### config.mk
export PLATFORM = sky130hd
export DESIGN_NAME = buff_dly_flat
export DESIGN_NICKNAME = d
export VERILOG_FILES = /design/src/rtl/buff_dly_pkg.sv /design/src/rtl/buff_dly_if.sv /design/src/rtl/buff_dly_popcnt.sv /design/src/rtl/buff_dly.sv /design/src/flat_wrapper.sv
export SDC_FILE = /design/constraint.sdc
export NUM_CORES = 1
export LEC_CHECK = 0
export ABC_AREA = 1
export ABC_CLOCK_PERIOD_IN_PS = 4300
export CAP_MARGIN = 5
export CORE_ASPECT_RATIO = 1.1
export CORE_MARGIN = 8
export CORE_UTILIZATION = 50
export DETAILED_ROUTE_END_ITERATION = 10
export HOLD_SLACK_MARGIN = 0.02
export PLACE_DENSITY = 0.73
export SYNTH_ARGS = -nofsm -noshare
export SYNTH_HDL_FRONTEND = slang
export SYNTH_HIERARCHICAL = 1
export SYNTH_SLANG_ARGS = --single-unit
### constraint.sdc
create_clock -name clk -period 4.3 [get_ports clk]
set_input_delay 0.86 -clock clk [delete_from_list [all_inputs] [get_ports clk]]
set_output_delay 0.86 -clock clk [all_outputs]
set_load 0.1 [all_outputs]
### src/rtl/buff_dly_pkg.sv
// Shared defaults and the depth-clamp helper for the programmable delay line.
package buff_dly_pkg;

  localparam int DATA_W_DEF    = 32;
  localparam int MAX_DEPTH_DEF = 8;
  localparam int CNT_W_DEF     = 16;
  localparam int DEF_DEPTH     = 6;

  // Map a requested delay onto the physical line: 0 becomes 1, anything
  // longer than the line becomes the full line length.
  function automatic int clamp_depth(input int sel, input int max_d);
    if (sel < 1) return 1;
    if (sel > max_d) return max_d;
    return sel;
  endfunction

endpackage

### src/rtl/buff_dly_if.sv
// Control, data and status bundle of the delay line.
// There is no flow control: every cycle with flush=0 and hold=0 the line
// advances and en qualifies in_data as a valid word; out_valid marks a
// valid word at the tap.
interface buff_dly_if
  import buff_dly_pkg::*;
#(
  parameter int DATA_W = DATA_W_DEF,
  parameter int DSEL_W = $clog2(MAX_DEPTH_DEF) + 1,
  parameter int CNT_W  = CNT_W_DEF
);
  logic              en;
  logic              hold;
  logic              flush;
  logic [DSEL_W-1:0] depth_sel;
  logic [DATA_W-1:0] in_data;
  logic [DATA_W-1:0] out_data;
  logic              out_valid;
  logic              primed;
  logic [DSEL_W-1:0] occ;
  logic [CNT_W-1:0]  lost_cnt;

  modport master (
    output en, hold, flush, depth_sel, in_data,
    input  out_data, out_valid, primed, occ, lost_cnt
  );

  modport slave (
    input  en, hold, flush, depth_sel, in_data,
    output out_data, out_valid, primed, occ, lost_cnt
  );
endinterface

### src/rtl/buff_dly_popcnt.sv
// Population count of a valid-flag vector.
module buff_dly_popcnt #(
  parameter int W  = 8,
  parameter int CW = $clog2(W + 1)
) (
  input  logic [W-1:0]  vec,
  output logic [CW-1:0] cnt
);

  // Sum the set bits of the vector.
  always_comb begin
    cnt = '0;
    for (int i = 0; i < W; i++) begin
      cnt = cnt + CW'(vec[i]);
    end
  end

endmodule

### src/rtl/buff_dly.sv
// Runtime-programmable delay line: a fixed shift register of MAX_DEPTH
// stages with an output tap at the clamped depth, priming and occupancy
// status, and a saturating count of valid words discarded by flush.
module buff_dly
  import buff_dly_pkg::*;
#(
  parameter int DATA_W    = DATA_W_DEF,
  parameter int MAX_DEPTH = MAX_DEPTH_DEF,
  parameter int DSEL_W    = $clog2(MAX_DEPTH) + 1,
  parameter int CNT_W     = CNT_W_DEF
) (
  input  logic      clk,
  input  logic      rst,
  buff_dly_if.slave bus
);

  localparam logic [DSEL_W-1:0] DEF_EFF  = DSEL_W'(clamp_depth(DEF_DEPTH, MAX_DEPTH));
  localparam int                LW       = CNT_W + DSEL_W;
  localparam logic [LW-1:0]     LOST_MAX = LW'({CNT_W{1'b1}});

  // Index k-1 holds stage k.
  logic [DATA_W-1:0]    stage_data [MAX_DEPTH];
  logic [MAX_DEPTH-1:0] stage_vld;

  logic [DSEL_W-1:0]    d_eff;
  logic [DSEL_W-1:0]    tap_idx;
  logic [DSEL_W-1:0]    prev_deff;
  logic [DSEL_W-1:0]    prime_cnt;
  logic [DSEL_W-1:0]    occ_cnt;
  logic [DSEL_W-1:0]    flush_pop;
  logic [MAX_DEPTH-1:0] tap_mask;
  logic [CNT_W-1:0]     lost_cnt;
  logic [LW-1:0]        lost_sum;
  logic                 advance;
  logic                 depth_chg;

  assign d_eff     = DSEL_W'(clamp_depth(int'(bus.depth_sel), MAX_DEPTH));
  assign tap_idx   = d_eff - DSEL_W'(1);
  assign advance   = !bus.flush && !bus.hold;
  assign depth_chg = (d_eff != prev_deff);

  // Shift register: flush wins over hold; an idle cycle inserts a zero bubble.
  always_ff @(posedge clk or negedge rst) begin
    if (!rst) begin
      for (int i = 0; i < MAX_DEPTH; i++) stage_data[i] <= '0;
      stage_vld <= '0;
    end else if (bus.flush) begin
      for (int i = 0; i < MAX_DEPTH; i++) stage_data[i] <= '0;
      stage_vld <= '0;
    end else if (!bus.hold) begin
      stage_data[0] <= bus.en ? bus.in_data : '0;
      for (int i = 1; i < MAX_DEPTH; i++) stage_data[i] <= stage_data[i-1];
      stage_vld <= {stage_vld[MAX_DEPTH-2:0], bus.en};
    end
  end

  // Output tap selects registered stages only, so in_data/en never reach outputs.
  always_comb begin
    bus.out_data  = '0;
    bus.out_valid = 1'b0;
    for (int i = 0; i < MAX_DEPTH; i++) begin
      if (DSEL_W'(i) == tap_idx) begin
        bus.out_data  = stage_data[i];
        bus.out_valid = stage_vld[i];
      end
    end
  end

  // Stages 1..D_eff contribute to occupancy; deeper stages keep shifting unseen.
  always_comb begin
    tap_mask = '0;
    for (int i = 0; i < MAX_DEPTH; i++) tap_mask[i] = (DSEL_W'(i) < d_eff);
  end

  buff_dly_popcnt #(.W(MAX_DEPTH), .CW(DSEL_W)) u_occ_pop (
    .vec (stage_vld & tap_mask),
    .cnt (occ_cnt)
  );

  buff_dly_popcnt #(.W(MAX_DEPTH), .CW(DSEL_W)) u_flush_pop (
    .vec (stage_vld),
    .cnt (flush_pop)
  );

  // Prime counter restarts on flush or depth change, saturates at D_eff.
  always_ff @(posedge clk or negedge rst) begin
    if (!rst) begin
      prime_cnt <= '0;
      prev_deff <= DEF_EFF;
    end else begin
      prev_deff <= d_eff;
      if (bus.flush || depth_chg) begin
        prime_cnt <= '0;
      end else if (advance && (prime_cnt < d_eff)) begin
        prime_cnt <= prime_cnt + DSEL_W'(1);
      end
    end
  end

  assign lost_sum = LW'(lost_cnt) + LW'(flush_pop);

  // Every flush charges all valid stages, including those beyond the tap.
  always_ff @(posedge clk or negedge rst) begin
    if (!rst) begin
      lost_cnt <= '0;
    end else if (bus.flush) begin
      lost_cnt <= (lost_sum > LOST_MAX) ? LOST_MAX[CNT_W-1:0] : lost_sum[CNT_W-1:0];
    end
  end

  assign bus.occ      = occ_cnt;
  assign bus.primed   = (prime_cnt >= d_eff);
  assign bus.lost_cnt = lost_cnt;

endmodule

### src/flat_wrapper.sv
// flat-port wrapper written by rule: the top's interface ports become plain ports
module buff_dly_flat import buff_dly_pkg::*;
#(
  parameter int DATA_W    = DATA_W_DEF,
  parameter int MAX_DEPTH = MAX_DEPTH_DEF,
  parameter int DSEL_W    = $clog2(MAX_DEPTH) + 1,
  parameter int CNT_W     = CNT_W_DEF
)
  (clk, rst, bus_en, bus_hold, bus_flush, bus_depth_sel, bus_in_data, bus_out_data, bus_out_valid, bus_primed, bus_occ, bus_lost_cnt);
  buff_dly_if #(.DATA_W(DATA_W), .DSEL_W(DSEL_W), .CNT_W(CNT_W)) bus_i ();
  input  logic clk;
  input  logic rst;
  input wire logic [$bits(bus_i.en)-1:0] bus_en;
  input wire logic [$bits(bus_i.hold)-1:0] bus_hold;
  input wire logic [$bits(bus_i.flush)-1:0] bus_flush;
  input wire logic [$bits(bus_i.depth_sel)-1:0] bus_depth_sel;
  input wire logic [$bits(bus_i.in_data)-1:0] bus_in_data;
  output wire logic [$bits(bus_i.out_data)-1:0] bus_out_data;
  output wire logic [$bits(bus_i.out_valid)-1:0] bus_out_valid;
  output wire logic [$bits(bus_i.primed)-1:0] bus_primed;
  output wire logic [$bits(bus_i.occ)-1:0] bus_occ;
  output wire logic [$bits(bus_i.lost_cnt)-1:0] bus_lost_cnt;
  assign bus_i.en = bus_en;
  assign bus_i.hold = bus_hold;
  assign bus_i.flush = bus_flush;
  assign bus_i.depth_sel = bus_depth_sel;
  assign bus_i.in_data = bus_in_data;
  assign bus_out_data = bus_i.out_data;
  assign bus_out_valid = bus_i.out_valid;
  assign bus_primed = bus_i.primed;
  assign bus_occ = bus_i.occ;
  assign bus_lost_cnt = bus_i.lost_cnt;
  buff_dly #(.DATA_W(DATA_W), .MAX_DEPTH(MAX_DEPTH), .DSEL_W(DSEL_W), .CNT_W(CNT_W)) u_core (.clk(clk), .rst(rst), .bus(bus_i));
endmodule
==> results.yml, run 1 <==
status:
  status: "finished with violations"
  violations: "negative setup slack"
timing:
  finalHoldViolCount: 0
  whs_ps: 321
  fin_crit_sh: 1.10
  worst_slack_ps: -417
  worst_pin_slew_ps: 1100
  relSlewSlack: 0.266
  setup-violations-final: 2
  final_max_slew_viol_count: 0
  fmax_ghz: 0.212
  min_period_ps: 4720
  rsz0062_at_grt: "true"
  finClkSkew_ps: 9.29
worst_setup_path:
  worstSetupEndpointType: "primary output"
  crit_fanout: 5
  rr_startpoint: "u_core/stage_vld[0]"
  worst_ep_arrival_time_ps: 3860
  setup.worst_path.start: "bus_depth_sel[3]"
  critPathLaunchType: "input pin"
  r2r_slack_ps: 270
  path_class: "in2out"
  reg2reg_depth: 18
  crit_path_end: "bus_occ[1]"
  r2r-end: "u_core/bus.lost_cnt[14]"
  crit_required_ps: 3440
global_routing:
  grt_pass1_wl_microns: 60400
  grt_max_degree: 97
  grt_pass1_vias: 11600
  grtUsageTotal: 0.220
  antenna_found_initial: 0
  grt.overflow.total: 0
cells_and_area:
  syn2layout_area_growth_pct: 20.5
  fin_nets: 1725
  drive_gt1_frac: 0.108
  antenna_cells: 0
  final_core_util: 0.614
place:
  port_buffers: 94
  gp_congestion: 0.832
  dp_hpwl_microns: 21800
synth:
  synth_warnings: 6
  synth-seq-cells: 288
  synth-main-ff-cell: "dfrtp_1"
  synth.largest_area_cell: "dfrtp_1"
  synthArstFlopShare: 1.00
  yosysUniqueCellTypes: 32
  syn_nets: 1667
  yosysTopAreaCellShare: 0.521
  syn_area_sq_um: 13700
  synth_edf_count: 0
  synthTopCellsByArea: "dfrtp_1 (52%), o22ai_1 (9.1%), inv_1 (7.9%)"
  synth_cells: 1602
  syn_avg_cell_area_sq_um: 8.57
  synth-seq-area-share: 0.525
  synth_common_cells: "inv_1 (288), dfrtp_1 (286), nand2_1 (280)"
  yosysMostFrequentCell: "inv_1"
power_and_ir_drop:
  ir_worst_vdd_v: 0.000402
  p_per_area_nw_per_um2: 385
  finalPower_mw: 6.38
  leakage_nw: 7.06
die:
  io_pins: 95
  die_y_microns: 190
  die_w_microns: 174
  dieArea_sq_um: 33000
  rows: 63
  core_area_sq_um: 27000
  start_util: 0.509
clock_tree:
  cts_root_buf: "clkbuf_16"
  path_clk_slew_ps: 60
  cts.sinks: 288
  cts_hold_buffers: 0
  cts_max_path_buffers: 3
  cts_tree: "built"
  clk-insertion-delay-late_ps: 550
  cts_buffers: 29
  cts_max_level: 1
detailed_routing:
  wl_per_cell_microns: 17.9
  wl_met2_microns: 17400
  wl_microns: 36600
  drt-met1-wl_microns: 15600
  drc: 0
  dr_total_vias: 11600
  drt_iter0_drc: 1129
  top_layer_used: "met4"
  dr.pass1.iters: 5
  vias_per_cell: 5.71
  ant_nets: 0
  dr_wl_met3_microns: 2650
job:
  drv_cap: 0
min_path:
  min-delay-path-class: "in2async"
state kept, by name (all words and copies together), names as in the netlist:
signal and cells:
u_core/stage_data 256, u_core/bus.lost_cnt 16, u_core/prev_deff 4, u_core/stage_vld 8, u_core/prime_cnt 4
per-layer routing:
layer  vias up  GRT usage
li1       5487          -
met1      5655      0.297
met2       421      0.359
met3        71     0.0335
met4         0     0.0750
met5         -          0
report_power, final:
group / leakage, nW / internal (mW) / switching [mW]
Sequential: 3.98 / 2.76 / 0.0460
Combinational: 2.57 / 0.239 / 0.650
Clock: 0.507 / 1.63 / 1.05
Total: 7.06 / 4.63 / 1.75
what timing repair did:
action | CTS | global route
setup buffers | 1 | 1
pin swaps | 8 | 8
endpoints found under the hold margin | 0 | 0
endpoints found under the setup margin | 4 | 9
gates resized for setup | 13 | 10
logic make-up (layout without fill, tap and decap cells):
logic type | after synthesis | in the layout | synth area share
xor gates and xnor gates | 5 | 5 | 0.00319
buffers and inverters | 408 | 488 | 0.118
DFF | 288 | 288 | 0.525
adders and majority gates | 24 | 24 | 0.0268
AOI/OAI and AO/OA | 314 | 314 | 0.139
and+or+nand+nor | 563 | 563 | 0.188
worst min path at each step:
stage,from,to,slack (ps)
2_1_floorplan,u_core/stage_data[0],u_core/stage_data[0],480
4_1_cts,rst,u_core/bus.lost_cnt[13],350
3_3_place_gp,u_core/stage_data[27],u_core/stage_data[27],490
6_report,rst,u_core/bus.lost_cnt[13],320
3_5_place_dp,u_core/stage_data[1],u_core/stage_data[1],500
5_1_grt,rst,u_core/bus.lost_cnt[14],370
cell type report:
| type | instances | area (sq um) |
|---|---|---|
| Fill cell | 2290 | 10400 |
| Sequential cell | 288 | 7210 |
| Multi-Input combinational cell | 906 | 5000 |
| Timing Repair Buffer | 140 | 1740 |
| Inverter | 295 | 1120 |
| Clock buffer | 41 | 861 |
| Tap cell | 357 | 447 |
| Clock inverter | 12 | 169 |
critical path, cell delays in order:
cell,delay [ps]
buf_8,110
nor2_4,150
nand2_2,80
inv_2,70
nor2_2,40
inv_1,70
fa_1,450
fa_1,550
fa_2,440
inv_2,80
ha_4,130
inv_2,40
fa_2,540
clkinvlp_4,100
buf_12,170
metrics by stage:
step / instances / area, sq um / setup WS (ps) / setup TNS, ps
finish: 2039 / 16500 / -417 / -724
global route: 2039 / 16500 / -522 / -954
detailed placement: 1984 / 15400 / -778 / -2130
CTS: 2038 / 16500 / -457 / -823
floorplan: 1602 / 13800 / -538 / -1250
global placement: 1984 / 15400 / -693 / -1790
cells in the final DEF, fill, tap and decap left out, types with 8 or more instances in the layout:
cell / count
dfrtp_1: 286
inv_1: 284
nand2_1: 275
o22ai_1: 199
nand3_1: 130
nand4_1: 100
o21ai_0: 73
clkdlybuf4s50_1: 49
buf_12: 44
buf_4: 41
o211ai_1: 31
nor2_1: 30
clkbuf_16: 29
ha_1: 13
clkbuf_8: 9
inv_2: 8
a21oi_1: 8
Note: power is estimated with default switching activity, not from simulation.
==> run 2, diff against run 1 <==
--- a/config.mk
+++ b/config.mk
@@ -10,10 +10,10 @@
 export CAP_MARGIN = 5
 export CORE_ASPECT_RATIO = 1.1
 export CORE_MARGIN = 8
-export CORE_UTILIZATION = 50
+export CORE_UTILIZATION = 45
 export DETAILED_ROUTE_END_ITERATION = 10
 export HOLD_SLACK_MARGIN = 0.02
-export PLACE_DENSITY = 0.73
+export PLACE_DENSITY = 0.67
 export SYNTH_ARGS = -nofsm -noshare
 export SYNTH_HDL_FRONTEND = slang
 export SYNTH_HIERARCHICAL = 1
==> results.yml, run 2 (same netlist as run 1, synthesis figures left out) <==
cells_and_area:
  top_register: "u_core/stage_data"
  final_cell_mix: "dfrtp_1 (286), inv_1 (284), nand2_1 (273)"
  largest_registers: "u_core/stage_data x256, u_core/bus.lost_cnt x16, u_core/stage_vld x8"
  final_area_sq_um: 16600
  syn2layout_area_growth_pct: 20.6
  fill_cells: 2749
  fin_nets: 1732
  drive_gt1_frac: 0.107
  largest_reg_flops: 256
  antenna_cells: 0
  register_area_sq_um: 7210
  stdcell_count: 2101
  multi_input_area_sq_um: 5020
  layout_commonest_cell: "dfrtp_1"
die:
  io_pins: 95
  die_w_microns: 183
  die_y_microns: 199
  core_area_sq_um: 30300
  rows: 67
  dieArea_sq_um: 36400
  start_util: 0.454
worst_setup_path:
  r2r_slack_ps: 280
  path_class: "in2out"
  cp.depth: 15
  crit_fanout: 4
  crit_buf_inv: 7
  crit_required_ps: 3440
  rr_startpoint: "u_core/stage_vld[0]"
  critPathLaunchType: "input pin"
  slowest_stage: "fa_2"
  reg2reg_depth: 17
  r2r-end: "u_core/bus.lost_cnt[5]"
  max_stage_delay_ps: 540
  critical_path.cell_chain: "buf_8, nor2_4, nand2_2, inv_2, nor2_2, inv_1, fa_1, fa_1, fa_1, inv_2, ha_4, inv_2, fa_2, clkinvlp_4, buf_12"
  worst_ep_arrival_time_ps: 3790
  worstSetupEndpointType: "primary output"
  crit_family: "adder cells"
min_path:
  min-delay-path-class: "in2async"
power_and_ir_drop:
  power_frac_comb: 0.148
  p_per_area_nw_per_um2: 368
  ir_worst_vdd_v: 0.000200
  internal_power_mw: 4.36
  seqPwrFrac: 0.461
  finalPower_mw: 6.08
  leakage_nw: 7.02
  switching_share: 0.283
  power.net_switching_mw: 1.72
  pwr-share-clk: 0.391
clock_tree:
  cts_hold_buffers: 0
  cts_buffers: 29
  path_clk_slew_ps: 60
  cts_max_level: 1
  cts_root_buf: "clkbuf_16"
  clk-insertion-delay-late_ps: 540
  cts.sinks: 288
  cts_tree: "built"
  cts_max_path_buffers: 3
detailed_routing:
  dr.pass1.iters: 5
  dr_total_vias: 11500
  wl_microns: 37200
  vias_per_cell: 5.46
  ant_nets: 0
  drc: 0
  drt_iter0_drc: 982
  wl_per_cell_microns: 17.7
place:
  port_buffers: 94
  placed_area_sq_um: 15600
  dp_cells: 2047
  gp_congestion: 0.844
  dp_hpwl_microns: 22300
job:
  drv_cap: 0
global_routing:
  grt_pass1_vias: 11500
  antenna_found_initial: 0
  grt_pass1_wl_microns: 59800
  grtUsageTotal: 0.202
  grt_max_degree: 104
  grt.overflow.total: 0
status:
  status: "finished with violations"
  violations: "negative setup slack"
timing:
  rsz0062_at_grt: "true"
  relSlewSlack: 0.345
  finClkSkew_ps: 14.1
  setup-violations-final: 2
  worst_pin_slew_ps: 980
  min_period_ps: 4650
  worst_slack_ps: -354
  finalHoldViolCount: 0
  final_max_slew_viol_count: 0
  fin_crit_sh: 1.08
  fmax_ghz: 0.215
-- run 2: changes by cell type in the layout (fill, tap and decap cells not counted), sizes merged --
cell	previous run	this run
buf	91	98
clkbuf	41	47
inv	295	294
bufinv	4	0
clkinv	5	3
clkinvlp	3	2
-- run 2: worst max path at each step --
stage / endpoint / from / slack (ps)
final: bus_occ[1] / bus_depth_sel[3] / -350
after global routing: bus_occ[1] / bus_depth_sel[3] / -440
after CTS: bus_occ[1] / bus_depth_sel[2] / -430
after detailed placement: bus_occ[1] / bus_depth_sel[2] / -770
after global placement: bus_occ[1] / bus_depth_sel[2] / -720
after floorplan: bus_occ[1] / bus_depth_sel[3] / -540
-- run 2: timing repair --
| action | CTS | global route |
|---|---|---|
| pin swaps | 8 | 10 |
| gates resized for setup | 14 | 15 |
| setup endpoints to repair | 4 | 8 |
| setup buffers | 2 | 1 |
-- run 2: power groups by stage --
| stage | Sequential (mW) | Clock, mW | Combinational, mW |
|---|---|---|---|
| floorplan | 3.01 | 0 | 0.379 |
| global placement | 2.85 | 0 | 0.881 |
| detailed placement | 2.85 | 0 | 0.889 |
| CTS | 2.80 | 2.44 | 0.894 |
| global route | 2.81 | 2.54 | 0.959 |
| finish | 2.80 | 2.38 | 0.901 |
-- run 2: final cells by class --
class | count | area share
Clock buffer | 47 | 0.0521
Clock inverter | 4 | 0.00136
Inverter | 295 | 0.0676
Multi-Input combinational cell | 906 | 0.303
Sequential cell | 288 | 0.435
Tap cell | 414 | 0.0313
Timing Repair Buffer | 147 | 0.109
-- run 2: routing by layer --
layer / up-vias / part of all wire / GRT usage
met5: - / 0 / 0
met4: 0 / 0.018 / 0.0562
met3: 52 / 0.067 / 0.0384
met2: 359 / 0.47 / 0.334
met1: 5550 / 0.44 / 0.268
li1: 5511 / - / -
-- run 2: stage by stage --
step / hold WS (ps) / setup WS (ps) / setup TNS, ps / util
floorplan: 478 / -538 / -1250 / -
global placement: 491 / -716 / -1970 / 0.514
detailed placement: 500 / -766 / -2120 / 0.514
CTS: 395 / -429 / -751 / 0.545
global route: 409 / -439 / -804 / 0.547
finish: 366 / -354 / -592 / 0.547
==> patch 1, RTL diff (flow settings as in run 1) <==
Make the reset (`rst`) synchronous in 3 clocked blocks.
--- a/src/rtl/buff_dly.sv
+++ b/src/rtl/buff_dly.sv
@@ -40,7 +40,7 @@
   assign depth_chg = (d_eff != prev_deff);
 
   // Shift register: flush wins over hold; an idle cycle inserts a zero bubble.
-  always_ff @(posedge clk or negedge rst) begin
+  always_ff @(posedge clk) begin
     if (!rst) begin
       for (int i = 0; i < MAX_DEPTH; i++) stage_data[i] <= '0;
       stage_vld <= '0;
@@ -83,7 +83,7 @@
   );
 
   // Prime counter restarts on flush or depth change, saturates at D_eff.
-  always_ff @(posedge clk or negedge rst) begin
+  always_ff @(posedge clk) begin
     if (!rst) begin
       prime_cnt <= '0;
       prev_deff <= DEF_EFF;
@@ -100,7 +100,7 @@
   assign lost_sum = LW'(lost_cnt) + LW'(flush_pop);
 
   // Every flush charges all valid stages, including those beyond the tap.
-  always_ff @(posedge clk or negedge rst) begin
+  always_ff @(posedge clk) begin
     if (!rst) begin
       lost_cnt <= '0;
     end else if (bus.flush) begin
Function: differs if rst is asserted again (counterexample within 4 cycles, from zero or initial values and one cycle with rst low); with rst held inactive, the same outputs for 4 cycles.
==> patch 1 against run 1 <==
The run still ends with setup timing left. Design area rose by 2.7%. Setup slack improved by 0.075 ns. Synthesized area increased by 2.3%. Sequential cell count did not move. First-iteration DRC count is 7.9% lower. Power down 0.15%. Die area grew 2.1%. Via count is 6.8% lower. Routed wire length fell by 11%. Hold slack better by 0.16 ns. Non-clock buffer count grew 4. Critical path type unchanged.
==> patch 1: results (changes against run 1) <==
status - finished with violations
violated checks - setup timing
Post-Place Worst Slack - -0.7955 ns (-0.01761 ns)
Comb. pwr - 0.694 mW (-22%)
combinational power share - 10.9% (-3.0 points)
DRT iter0 DRCs - 1040 (-7.9%)
final worst setup slack - -0.3416 ns (+0.07524 ns)
Worst-Skew Late Latency - 0.53 ns (-0.02 ns)
Crit-path slowest cell - fa_2
WP data arrival - 3.78 ns (-0.08 ns)
worst reg-to-reg setup slack - 0.20 ns (-0.07 ns)
largest net degree at the start of global routing - 69 (-29%)
Layout Nets - 1777 (+3.0%)
Routed WL - 32560 um (-11%)
most used flip-flop cell after synthesis - edfxtp_1
vias per cell - 5.169 (-9.4%)
synthesized instance count - 1623 (+1.3%)
Worst VDD drop - 0.2788 mV (-31%)
post-synthesis sequential area ratio - 56.98% (+4.5 points)
reg2reg path depth - 20 (+2)
clk_skew - 0.007390 ns (-0.001898 ns)
ranking of synthesized cells by area - edfxtp_1, dfxtp_1, nand2_1
placed cells - 2031 (+2.4%)
first-pass GRT wire length - 52560 um (-13%)
Sw Ratio - 24.16% (-3.3 points)
EDFF count, synth - 224 (+224)
Post-synth ARST share - 0% (-100 points)
max incr delay on CP - 0.54 ns
yosys warns - 6 (unchanged)
Max FO, Critical Path - 2 (-3)
share of layout cells above drive strength 1 - 10.27% (-0.50 points)
Final HPWL DP - 21280 um (-2.4%)
share of power burned in the clock network - 39.8% (-2.3 points)
leakage power total - 6.591 nW (-6.6%)
Critical R2R Launch - u_core/stage_vld[1]
Hold Path Class - register to register
DP Area - 0.01586 mm^2 (+2.7%)
Setup Viol. Count Final - 2 (unchanged)
r2r endpoint - u_core/bus.lost_cnt[15]
synth unique cells - 34 (+6.3%)
total track usage - 18.87% (-3.1 points)
WHS - 0.4774 ns (+0.1566 ns)
DRT Pass-1 Iters - 6 (+1)
Placer Congestion - 0.8966 (+7.7%)
Worst slew margin - 24.61% (-2.0 points)
Wirelength per Cell - 15.53 um (-13%)
Synth top cells by count - nand2_1, inv_1, nor2_1
## patch 1: cell types whose count changed in the layout (fill, tap and decap cells not counted), moves of 64 or more
cell      before  now
o22ai_1      199    6
edfxtp_1       0  224
o21ai_0       73    7
dfrtp_1      286    0
dfxtp_1        0   64
nor2_1        30  247
## patch 1: metrics by stage
step | util, % | setup TNS (ns)
after floorplan | - | -1.261
after global placement | 57.25 | -1.895
after detailed placement | 57.25 | -2.175
after CTS | 61.03 | -0.7151
after global routing | 61.34 | -0.7638
final | 61.34 | -0.5739
## patch 1: timing repair
item                                    CTS  global route
endpoints found under the setup margin    4            18
gates resized for setup                  17            14
gates cloned                              0             1
pin swaps                                 7            12
buffers inserted                          8             4
## patch 1: critical path, delay by kind of cell
kind / cells / cell delay [ns]
adder cells (fa/ha/maj): 5 / 2.04
AND/OR/NAND/NOR: 3 / 0.28
buffers and inverters: 7 / 0.59
## patch 1: cells by family (layout without fill, tap and decap cells)
family / after synthesis / after routing / share of synthesized area, %
AND/OR/NAND/NOR: 821 / 822 / 25.05
buffers and inverters: 392 / 502 / 10.87
flip-flops: 288 / 288 / 56.98
AO/OA/AOI/OAI: 89 / 89 / 3.917
adder cells (fa/ha/maj): 24 / 24 / 2.618
XOR/XNOR: 9 / 9 / 0.5609
## patch 1: final cells by class
| type | count | area share, % |
|---|---|---|
| Clock buffer | 48 | 5.440 |
| Clock inverter | 5 | 0.3165 |
| Inverter | 305 | 6.787 |
| Multi-Input combinational cell | 944 | 27.20 |
| Sequential cell | 288 | 47.11 |
| Tap cell | 363 | 2.672 |
| Timing Repair Buffer | 144 | 10.47 |
## patch 1: routing by layer
layer  part of all wire [%]  wire [um]  GRT usage (%)
met5                      0          0              0
met4                    1.4        451          3.850
met3                    8.3       2689          3.500
met2                     46      14900          30.10
met1                     45      14510          26.60
==> patch 2, RTL diff (config.mk and constraints of run 1) <==
Without the edit above. The package constant `MAX_DEPTH_DEF` goes from 8 to 16.
--- a/src/rtl/buff_dly_pkg.sv
+++ b/src/rtl/buff_dly_pkg.sv
@@ -2,7 +2,7 @@
 package buff_dly_pkg;
 
   localparam int DATA_W_DEF    = 32;
-  localparam int MAX_DEPTH_DEF = 8;
+  localparam int MAX_DEPTH_DEF = 16;
   localparam int CNT_W_DEF     = 16;
   localparam int DEF_DEPTH     = 6;
 
Interface: changed (resized bus_depth_sel and bus_occ); port bits go from 95 to 97. No check against the original RTL was run, so the function may have changed too.
==> patch 2 against run 1 <==
The flow still finishes with violations (setup timing). Sequential cell count up 266. Synthesized area increased by 89%. Count of clock-buffer cells in the layout grew 40. First-iteration DRC count rose by 72%. Register-to-register slack worse by 1.5 ns. Routed wire length increased by 70%. Setup slack got worse by 0.84 ns. Global-route usage is 1.4 points lower. Design area is 87% higher. Power is 79% higher. Largest power group unchanged.
==> patch 2: results (changes against run 1) <==
final worst setup slack - -1.257 ns (-0.8405 ns)
Largest regs - u_core/stage_data: 512 flops, u_core/bus.lost_cnt: 16 flops, u_core/stage_vld: 16 flops
Worst-Skew Late Latency - 0.61 ns (+0.06 ns)
synth unique cells - 44 (+38%)
Net Count, Synth - 3126 (+88%)
DRT iter0 DRCs - 1941 (+72%)
Final HPWL DP - 41110 um (+89%)
I/O Buffers - 96 (+2.1%)
total track usage - 20.62% (-1.4 points)
leakage power total - 13.45 nW (+91%)
GR met2 Demand/Resource - 31.87% (-4.0 points)
met3 Usage GRT - 2.671% (-0.68 points)
violated checks - setup timing
Critical R2R Launch - u_core/stage_vld[3]
Synth top cells by count - inv_1, dfrtp_1, o22ai_1
post-synthesis sequential area ratio - 53.44% (+0.94 points)
Post-synth ARST share - 100.0% (unchanged)
status - finished with violations
WHS - 0.2951 ns (-0.02571 ns)
Wirelength per Cell - 16.20 um (-9.7%)
CTS buffer count - 55 (+90%)
Max FO, Critical Path - 3 (-2)
Largest register FFs - 512 (+100%)
Layout Nets - 3229 (+87%)
Setup Viol. Count Final - 21 (+19)
Sw Ratio - 26.46% (-0.97 points)
H-tree depth - 2 (+1)
Placer Congestion - 0.8321 (about the same)
reg2reg path depth - 20 (+2)
r2r endpoint - u_core/bus.lost_cnt[7]
WL met3 - 3050 um (+15%)
largest net degree at the start of global routing - 170 (+75%)
Adder-Cell Fraction of Synth Area - 3.173% (+0.49 points)
WP data arrival - 4.70 ns (+0.84 ns)
met1 Use GR - 30.61% (+0.96 points)
Fillers - 4216 (+84%)
ranking of synthesized cells by area - dfrtp_1, o22ai_1, inv_1
slew at the pin with the worst max-slew slack - 1.065 ns (-0.03346 ns)
[patch 2: power groups by stage]
| stage | sequential (mW) | combinational (mW) | clock (mW) |
|---|---|---|---|
| 5_1_grt | 5.34 | 1.47 | 5.03 |
| 4_1_cts | 5.33 | 1.34 | 4.80 |
| 3_3_place_gp | 5.42 | 1.29 | 0 |
| 6_report | 5.33 | 1.37 | 4.71 |
| 3_5_place_dp | 5.43 | 1.31 | 0 |
| 2_1_floorplan | 5.66 | 0.543 | 0 |
[patch 2: cell type report]
cell class / count / area [um^2] / share of cell area [%]
clock buffers: 81 / 1614 / 5.207
clock inverters: 18 / 171.4 / 0.5530
inverters: 669 / 2532 / 8.170
multi-input cells: 1620 / 9123 / 29.43
flip-flops and latches: 554 / 13870 / 44.73
well taps: 667 / 834.6 / 2.692
repair buffers: 234 / 2850 / 9.195
repair inverters: 1 / 5.005 / 0.01615
[patch 2: metrics by stage]
stage	instances	utilization (%)	power, mW	cell area [um^2]	worst slack [ns]
2_1_floorplan	3032	-	6.200	26090	-1.616
5_1_grt	3844	60.46	11.83	31000	-1.405
6_report	3844	60.46	11.42	31000	-1.257
3_3_place_gp	3729	56.21	6.716	28820	-1.687
4_1_cts	3841	60.02	11.48	30770	-1.454
3_5_place_dp	3729	56.21	6.738	28820	-1.723
[patch 2: repair_timing]
item	in CTS	in global routing
setup endpoints to repair	54	52
gates cloned	1	2
pin swaps	30	26
resized for setup	40	43
buffers inserted	26	4
hold buffers	0	0
hold endpoints to repair	0	0
[patch 2: critical path: stages]
cell and delay, ns:
buf_8 0.10, nor2_4 0.12, nand2_2 0.08, inv_2 0.08, nor2_4 0.03, fa_1 0.45, ha_1 0.31, inv_2 0.04
fa_1 0.46, fa_1 0.52, fa_1 0.44, fa_2 0.38, fa_2 0.56, clkinvlp_4 0.10, buf_12 0.17
